## src/rtl/i2s_tdm_tx.sv

```systemverilog
// ============================================================================
// Module   : i2s_tdm_tx
// Brief    : Parallel PCM to I2S / left-justified / TDM serial transmitter.
// Revision : 1.0 - initial release
// ============================================================================
`timescale 1ns/1ps
`default_nettype none

module i2s_tdm_tx #(
    parameter int SAMPLE_BITS        = 16,
    parameter int SLOT_BITS          = 32,
    parameter int CHANNELS           = 2,
    parameter int CLK_DIV            = 4,
    parameter int REPEAT_ON_UNDERRUN = 1
) (
    input  logic                            clk_sys,
    input  logic                            reset,
    input  logic [1:0]                      cfg_mode,
    input  logic [CHANNELS*SAMPLE_BITS-1:0] sample_data,
    input  logic                            sample_valid,
    output logic                            sample_ready,
    output logic                            underrun,
    output logic                            I2S_BCK,
    output logic                            I2S_LRCK,
    output logic                            I2S_DATA
);

    localparam int c_FRAME_BITS = CHANNELS * SLOT_BITS;
    localparam int c_PCM_W      = CHANNELS * SAMPLE_BITS;
    localparam int c_DIV_W      = (CLK_DIV > 1)      ? $clog2(CLK_DIV)      : 1;
    localparam int c_BIT_W      = (c_FRAME_BITS > 1) ? $clog2(c_FRAME_BITS) : 1;
    localparam int c_SLOT_W     = (SLOT_BITS > 1)    ? $clog2(SLOT_BITS)    : 1;
    localparam int c_CH_W       = (CHANNELS > 1)     ? $clog2(CHANNELS)     : 1;
    localparam int c_IDX_W      = (c_PCM_W > 1)      ? $clog2(c_PCM_W)      : 1;

    logic [c_DIV_W-1:0]  r_div;
    logic                r_bck;
    logic                r_lrck;
    logic                r_data;
    logic                r_underrun;
    logic                r_first;
    logic [c_BIT_W-1:0]  r_bit_cnt;
    logic [c_SLOT_W-1:0] r_slot_bit;
    logic [c_CH_W-1:0]   r_slot;
    logic [1:0]          r_mode;
    logic [c_PCM_W-1:0]  r_hold;
    logic                r_hold_full;
    logic [c_PCM_W-1:0]  r_buf;

    logic                w_tc;
    logic                w_fall;
    logic                w_start;
    logic                w_slot_end;
    logic                w_accept;
    logic [1:0]          w_mode_in;
    logic [1:0]          w_nmode;
    logic [c_PCM_W-1:0]  w_fill;
    logic [c_PCM_W-1:0]  w_buf_next;
    logic [c_BIT_W-1:0]  w_nbit;
    logic [c_SLOT_W-1:0] w_nslot_bit;
    logic [c_CH_W-1:0]   w_nslot;
    logic [c_IDX_W-1:0]  w_idx;
    logic                w_ndata;
    logic                w_nlrck;
    int                  w_offset;
    int                  w_pos;

    assign w_tc       = (r_div == c_DIV_W'(CLK_DIV - 1));
    assign w_fall     = w_tc & r_bck;
    // r_first forces the very first fall tick after reset to open a frame
    assign w_start    = w_fall & (r_first | (r_bit_cnt == c_BIT_W'(c_FRAME_BITS - 1)));
    assign w_slot_end = (r_slot_bit == c_SLOT_W'(SLOT_BITS - 1));
    assign w_accept   = sample_valid & ~r_hold_full;
    assign w_mode_in  = (cfg_mode == 2'd3) ? 2'd0 : cfg_mode;
    assign w_nmode    = w_start ? w_mode_in : r_mode;

    generate
        if (REPEAT_ON_UNDERRUN != 0) begin : g_repeat
            assign w_fill = r_buf;
        end else begin : g_zero
            assign w_fill = '0;
        end
    endgenerate

    assign w_buf_next  = w_start ? (r_hold_full ? r_hold : w_fill) : r_buf;
    assign w_nbit      = w_start ? '0 : r_bit_cnt + 1'b1;
    assign w_nslot_bit = (w_start | w_slot_end) ? '0 : r_slot_bit + 1'b1;
    assign w_nslot     = w_start ? '0 : (w_slot_end ? r_slot + 1'b1 : r_slot);

    // Serial bit for the position about to be driven, MSB first at offset d
    always_comb begin
        w_offset = (w_nmode == 2'd1) ? 0 : 1;
        w_pos    = int'(w_nslot_bit) - w_offset;
        w_idx    = '0;
        w_ndata  = 1'b0;
        if (w_pos >= 0 && w_pos < SAMPLE_BITS) begin
            w_idx   = c_IDX_W'(int'(w_nslot) * SAMPLE_BITS + SAMPLE_BITS - 1 - w_pos);
            w_ndata = w_buf_next[w_idx];
        end
    end

    always_comb begin
        case (w_nmode)
            2'd1:    w_nlrck = (w_nslot == '0);
            2'd2:    w_nlrck = (w_nbit == '0);
            default: w_nlrck = w_nslot[0];
        endcase
    end

    always_ff @(posedge clk_sys) begin
        if (reset) begin
            r_div       <= '0;
            r_bck       <= 1'b0;
            r_lrck      <= 1'b0;
            r_data      <= 1'b0;
            r_underrun  <= 1'b0;
            r_first     <= 1'b1;
            r_bit_cnt   <= '0;
            r_slot_bit  <= '0;
            r_slot      <= '0;
            r_mode      <= 2'd0;
            r_hold      <= '0;
            r_hold_full <= 1'b0;
            r_buf       <= '0;
        end else begin
            if (w_tc) begin
                r_div <= '0;
                r_bck <= ~r_bck;
            end else begin
                r_div <= r_div + 1'b1;
            end

            if (w_fall) begin
                r_bit_cnt  <= w_nbit;
                r_slot_bit <= w_nslot_bit;
                r_slot     <= w_nslot;
                r_data     <= w_ndata;
                r_lrck     <= w_nlrck;
                r_first    <= 1'b0;
            end

            if (w_start) begin
                r_mode <= w_mode_in;
                r_buf  <= w_buf_next;
            end

            r_underrun <= w_start & ~r_hold_full;

            // An accept never coincides with a drain because ready is low while full
            if (w_accept) begin
                r_hold      <= sample_data;
                r_hold_full <= 1'b1;
            end else if (w_start && r_hold_full) begin
                r_hold_full <= 1'b0;
            end
        end
    end

    assign sample_ready = ~r_hold_full;
    assign underrun     = r_underrun;
    assign I2S_BCK      = r_bck;
    assign I2S_LRCK     = r_lrck;
    assign I2S_DATA     = r_data;

endmodule

`default_nettype wire

```

## config.mk

```make
export PLATFORM = sky130hd
export DESIGN_NAME = i2s_tdm_tx
export DESIGN_NICKNAME = d
export VERILOG_FILES = /design/src/rtl/i2s_tdm_tx.sv
export SDC_FILE = /design/constraint.sdc
export NUM_CORES = 1
export LEC_CHECK = 0
export BUFFER_PORTS_ARGS = -buffer_cell sky130_fd_sc_hd__buf_2
export CAP_MARGIN = 5
export CORE_MARGIN = 4
export CORE_UTILIZATION = 25
export CTS_CLUSTER_SIZE = 20
export DETAILED_ROUTE_END_ITERATION = 8
export GPL_TIMING_DRIVEN = 0
export PLACE_DENSITY = 0.48
export RECOVER_POWER = 100
export SLEW_MARGIN = 20
export SYNTH_ARGS = -nofsm -noshare
export SYNTH_HDL_FRONTEND = slang
export SYNTH_SLANG_ARGS = --single-unit
export TNS_END_PERCENT = 30
```

## constraint.sdc

```tcl
create_clock -name clk_sys -period 6.6 [get_ports clk_sys]
set_input_delay 0 -clock clk_sys [delete_from_list [all_inputs] [get_ports clk_sys]]
set_output_delay 0 -clock clk_sys [all_outputs]
set_load 0.02 [all_outputs]
```

Word level (Yosys, flattened, before mapping)
Index checks and enable logic that the tools add are counted.
- flip-flop bits (word level): 86
- bits of input ports: 37
- output and inout port bits: 5
- logic and storage cells: 59
- $add $sub $neg: 8
- order comparisons: 3
- equal/unequal tests: 6
- mux-type cells: 15
- bitwise logic cells: 9
- reduce and logical (&&, ||, !) cells: 5
- operator list (kind ; number):
    $mux W32 ; 2
    $mux W1 ; 7
    $add A6 B1 Y6 const B ; 1
    $eq A2 B2 Y1 const B ; 3
    $eq A6 B6 Y1 const B ; 1
    $ge A6 B1 Y1 const B ; 1
    $logic_not A6 Y1 ; 1
    $lt A5 B6 Y1 const B ; 1
    $lt A6 B6 Y1 const B ; 1
    $mux W6 ; 1
    $sub A5 B1 Y6 ; 1
    $add A5 B1 Y5 const B ; 1
    $add A5 B5 Y5 const B ; 1
    $bmux W1 S5 ; 1
    $eq A5 B5 Y1 const B ; 1
    $mux W5 ; 1
    $sub A5 B1 Y5 const B ; 1
    $sub A5 B5 Y5 ; 1
    $and A1 B1 Y1 ; 4
    $mux W2 ; 2
    $not A1 Y1 ; 3
    $add A2 B1 Y2 const B ; 1
    $eq A2 B1 Y1 const B ; 1
    $logic_and A1 B1 Y1 ; 2
    other kinds (5) ; 6

Depth between registers and ports, before layout
- depth after elaboration: 11
- gate-level depth with buffers: 19

Worst setup path before layout
Ideal clock, no wire load.
- path type: register -> register
- start point: reg r_slot_bit[0]
- end point: reg r_data, in the netlist I2S_DATA
- setup time: 0.122 ns
- arrival: 3.949 ns
- data required time: 6.478 ns
- setup slack: 2.529 ns
- stages on the path, launching flop included: 15
- period minus slack after synthesis: 4.071 ns
- path through: dfxtp_1 ha_1 and3_1 ha_1 a31oi_2 o21ai_1 or2_2 ha_1 ha_1 clkbuf_1 mux4_2 o221ai_1 a31oi_1 or4_1 a221o_1
- longest elaborated chain between the ends: 9
- elaborated cells between the ends (all ways): 16
- ends and longest elaborated chain (element ; line ; text):
    start: declaration ; 43 ; logic [c_SLOT_W-1:0] r_slot_bit;
    start signal: assignment ; 135 ; r_slot_bit <= w_nslot_bit;
    $eq A5 B5 Y1 ; 72 ; assign w_slot_end = (r_slot_bit == c_SLOT_W'(SLOT_BITS - 1));
    $mux W1 (2 in a row) ; 88 ; assign w_nslot = w_start ? '0 : (w_slot_end ? r_slot + 1'b1 : r_slot);
    $add A5 B5 Y5 ; 97 ; w_idx = c_IDX_W'(int'(w_nslot) * SAMPLE_BITS + SAMPLE_BITS - 1 - w_pos);
    $sub A5 B1 Y5 ; 97 ;
    $sub A5 B5 Y5 ; 97 ;
    $bmux W1 S5 ; 98 ; w_ndata = w_buf_next[w_idx];
    $mux W1 (implied by the code) ; 98 ;
    $mux W1 * ; 96 ; if (w_pos >= 0 && w_pos < SAMPLE_BITS) begin
    end signal: assignment ; 137 ; r_data <= w_ndata;
    end: declaration ; 39 ; logic r_data;
Every way passes the cells marked *; elsewhere a longest branch is shown, timed or not. The select of a mux whose other input is x is not followed.
A chain may end at the register's enable or synchronous reset.

Final worst setup path
- start point: reg r_bit_cnt[0]
- end point: reg r_data, in the netlist I2S_DATA
- longest elaborated chain between the ends: 11
- elaborated cells between the ends (all ways): 20
- ends and longest elaborated chain (element ; line ; text):
    start: declaration ; 42 ; logic [c_BIT_W-1:0] r_bit_cnt;
    start signal: assignment ; 134 ; r_bit_cnt <= w_nbit;
    $eq A6 B6 Y1 * ; 71 ; assign w_start = w_fall & (r_first | (r_bit_cnt == c_BIT_W'(c_FRAME_BITS - 1)));
    $or A1 B1 Y1 * ; 71 ;
    $and A1 B1 Y1 * ; 71 ;
    $mux W2 * ; -- ;
    net w_nmode[0] ; 56 ; logic [1:0] w_nmode;
    $eq A2 B1 Y1 * ; 92 ; w_offset = (w_nmode == 2'd1) ? 0 : 1;
    $mux W1 * ; 92 ;
    $sub A5 B1 Y6 * ; 93 ; w_pos = int'(w_nslot_bit) - w_offset;
    $sub A5 B5 Y5 ; 97 ;
    $bmux W1 S5 ; 98 ;
    $mux W1 (implied by the code) ; 98 ;
    $mux W1 * ; 96 ;
The timed path passes the listed nets; every way through them passes the cells marked *. The select of a mux whose other input is x is not followed.

==> flow_summary.toml <==
[status]
run_status = "complete, no violations"

[critical_path]
cp.depth = 19
max_stage_delay_ns = 0.51
crit_fanout = 10
ff2ff_path_depth = 19
critPathKind = "flop to flop"
endpoint_kind = "flop"
crit_arrival_ns = 5.17
cp_cell_sequence = "ha_1, and4_2, clkbuf_1, a21o_1, nand2_1, nor3b_1, a21oi_1, inv_1, ha_1, inv_1, ha_1, ha_1, clkbuf_1, mux2i_1, nand2_1, o221ai_1, a31oi_1, or4_1, a221o_1"
crit_top_cell = "ha_1"
slowest_stage = "or4_1"
crit_family = "simple AND/OR/NAND/NOR gates"
path_buf_inv = 4
crit_required_ns = 6.83
start_kind = "flop"

[logic_synthesis]
ys_ff_latch = 86
seq_area_frac_synth_pct = 43.0
synth_area_per_cell_um2 = 8.30
synth_fp_nets = 527
synth_edf_count = 0
synth_area_leaders = "dfxtp_1 (43%), nand2_1 (11%), a21oi_1 (8.5%)"
ys_warn_count = 0
yosysTopAreaCell = "dfxtp_1"
netlist_area_um2 = 4000
synthFlopType = "dfxtp_1"
synth_cells = 482
async_flop_share_pct = 0
synth_cell_types = 62
synth_top_cell_area_share_pct = 43.0

[global_route]
grt_use_total_pct = 12.1
grt_antenna_before_repair = 0
use_met3_pct = 3.02
grt_max_degree = 15
grt_pass1_vias = 3548
gr-usage-met2_pct = 20.5
grt-ovfl-total = 0
grt_pass1_wl_um = 17400
busiest_layer = "met2"
use_met1_pct = 14.9

[timing]
final.setup.worst_slack_ns = 1.66
fmax_mhz = 202
grt_setup_unrepaired = "no"
period_minus_slack_ns = 4.94
finalHoldViolations = 0
clock_skew_ns = 0.00736
worstMarginPinSlew_ns = 1.02
max_slew_margin_pct = 31.7
fin_tns_setup_ns = 0
setup_viol = 0
finalCritPeriodShare_pct = 74.9
slew_viol_final = 0

[floorplan]
core-area_um2 = 15400
die_area_um2 = 18100
die_w_um = 135
start_util_pct = 25.9
dieHeight_um = 135
row_count = 45
ios = 42

[clock_tree]
cts_sinks = 86
cts-resized-gates = 0
cts.path.max_buffers = 2
cts_tree = "built"
post_cts_buffers = 0
numCtsBuffers = 9
root_buffer = "clkbuf_16"
htreeDepth = 3
cts.reportedPaths.clkPinSlew_ns = 0.06
clock_insertion_delay_worst_skew_ns = 0.34

[detailed_routing]
drtIter0Drc = 148
vias = 3577
antenna_left = 0
drt-total-wl_um = 10500
remaining_drc_errors = 0
vias_per_cell = 4.57
dr.pass1.iters = 4
wl_per_cell_um = 13.4

[finish]
nNetsFinal = 611
area_delta_synth_final_pct = 25.4
drive_gt1_share_pct = 12.1
antenna_cells = 0
layoutNonFillerInstCount = 782
fill_cells = 1672

[hold_path]
min_delay_path_depth = 4
min_path_type = "input port to flop"

[placement]
place_congestion = 0.814
io_buffers = 40
dpl.hpwl_um = 7740
dp.cells = 733
place_ws_ns = 1.81

[power_and_ir_drop]
powerDensity_nw_per_um2 = 219
power_leakage_nw = 1.91
ir_worst_vdd_v = 0.000121

[job]
maxCapViolations = 0
state kept, by name (all words and copies together), names as in the netlist:
name	flops
I2S_DATA	1
r_hold_full	1
r_slot_bit	5
r_slot	1
r_mode	2
underrun	1
r_buf	32
I2S_LRCK	1
I2S_BCK	1
r_hold	32
r_first	1
r_div	2
r_bit_cnt	6
kinds of logic after synthesis:
| logic type | share of synthesized area (%) |
|---|---|
| AO/OA/AOI/OAI | 16.9 |
| XOR/XNOR | 2.41 |
| adder cells (fa/ha/maj) | 2.50 |
| buffers and inverters | 5.03 |
| flip-flops | 43.0 |
| multiplexers | 7.53 |
| AND/OR/NAND/NOR | 22.6 |
worst paths after layout:
kind | slack (ns) | start | to
max | 1.66 | r_bit_cnt[0]$_SDFFE_PP0P_ | I2S_DATA$_SDFFE_PP0P_
min | 0.14 | cfg_mode[1] | r_mode[1]$_SDFF_PP0_
max reg2reg | 1.66 | r_bit_cnt[0]$_SDFFE_PP0P_ | I2S_DATA$_SDFFE_PP0P_
min reg2reg | 0.43 | r_div[0]$_SDFF_PP0_ | r_div[0]$_SDFF_PP0_
repair_timing:
action,in CTS,in global routing
setup endpoints to repair,0,0
hold buffers,33,0
hold endpoints to repair,33,0
worst register-to-register path, delay by kind of cell (launching register included):
family | cells | cell delay [ns]
AO/OA/AOI/OAI | 5 | 0.88
adder cells (fa/ha/maj) | 4 | 1.11
buffers and inverters | 4 | 0.84
flip-flops | 1 | 0.40
multiplexers | 1 | 0.32
AND/OR/NAND/NOR | 5 | 1.29
per-layer routing:
metal / routed length (um) / vias to the layer above / part of all wire, %
met5: 0 / - / 0
met4: 184 / 0 / 1.8
met3: 314 / 12 / 3.0
met2: 4990 / 52 / 48
met1: 4990 / 1688 / 48
li1: - / 1825 / -
area by class of cell:
cell class                      instances  area [um2]  share of cell area (%)
Clock buffer                           11         243                    4.84
Inverter                                7        26.3                   0.524
Buffer                                 35         151                    3.02
Clock inverter                          5        33.8                   0.673
Sequential cell                        86        1720                    34.3
Tap cell                              211         264                    5.26
Multi-Input combinational cell        354        2050                    40.9
Timing Repair Buffer                   73         524                    10.4
synthesized netlist by cell type, drive strengths merged, types with 2 or more instances:
master / count
o211ai: 2
nor3b: 6
buf: 14
nor2b: 5
nand4b: 2
dfxtp: 86
a21oi: 69
nand4: 4
mux2i: 20
mux4: 3
o21ai: 7
a31oi: 4
xnor2: 2
o22ai: 2
and4: 3
a21o: 3
xor2: 6
ha: 8
a221o: 2
a221oi: 3
nor2: 33
nand2: 122
clkbuf: 21
nor3: 6
nand3: 13
nand3b: 2
inv: 7
nand2b: 2
a2111oi: 2
mux2: 3
and3: 2
layout by cell type (no fill, tap or decap), types with 4 or more instances in the layout:
master / synthesis / final
xor2_1: 4 / 4
nor2b_1: 5 / 5
buf_2: 5 / 39
ha_1: 8 / 8
o21ai_0: 5 / 6
dlygate4sd3_1: 0 / 33
nor3_1: 6 / 6
nand3_1: 13 / 13
mux2i_1: 20 / 20
inv_1: 7 / 7
nor2_1: 33 / 33
nor3b_1: 6 / 6
clkbuf_16: 0 / 9
a31oi_1: 3 / 4
nand2_1: 122 / 122
dfxtp_1: 86 / 86
a21oi_1: 68 / 69
clkbuf_1: 21 / 34
where the power goes:
| group | total, mW | switching, mW | internal [mW] |
|---|---|---|---|
| Clock | 0.476 | 0.211 | 0.265 |
| Sequential | 0.542 | 0.00892 | 0.533 |
| Combinational | 0.0809 | 0.0433 | 0.0377 |
per-stage QoR:
stage / power (mW) / utilization [%] / hold WS [ns] / cell area, um2
floorplan: 0.593 / - / 0.136 / 4000
global placement: 0.621 / 29.0 / 0.243 / 4470
detailed placement: 0.622 / 29.0 / 0.246 / 4470
CTS: 1.12 / 32.9 / 0.137 / 5070
global route: 1.15 / 32.5 / 0.177 / 5020
finish: 1.10 / 32.5 / 0.143 / 5020
Power figures use the tool's default switching activity.
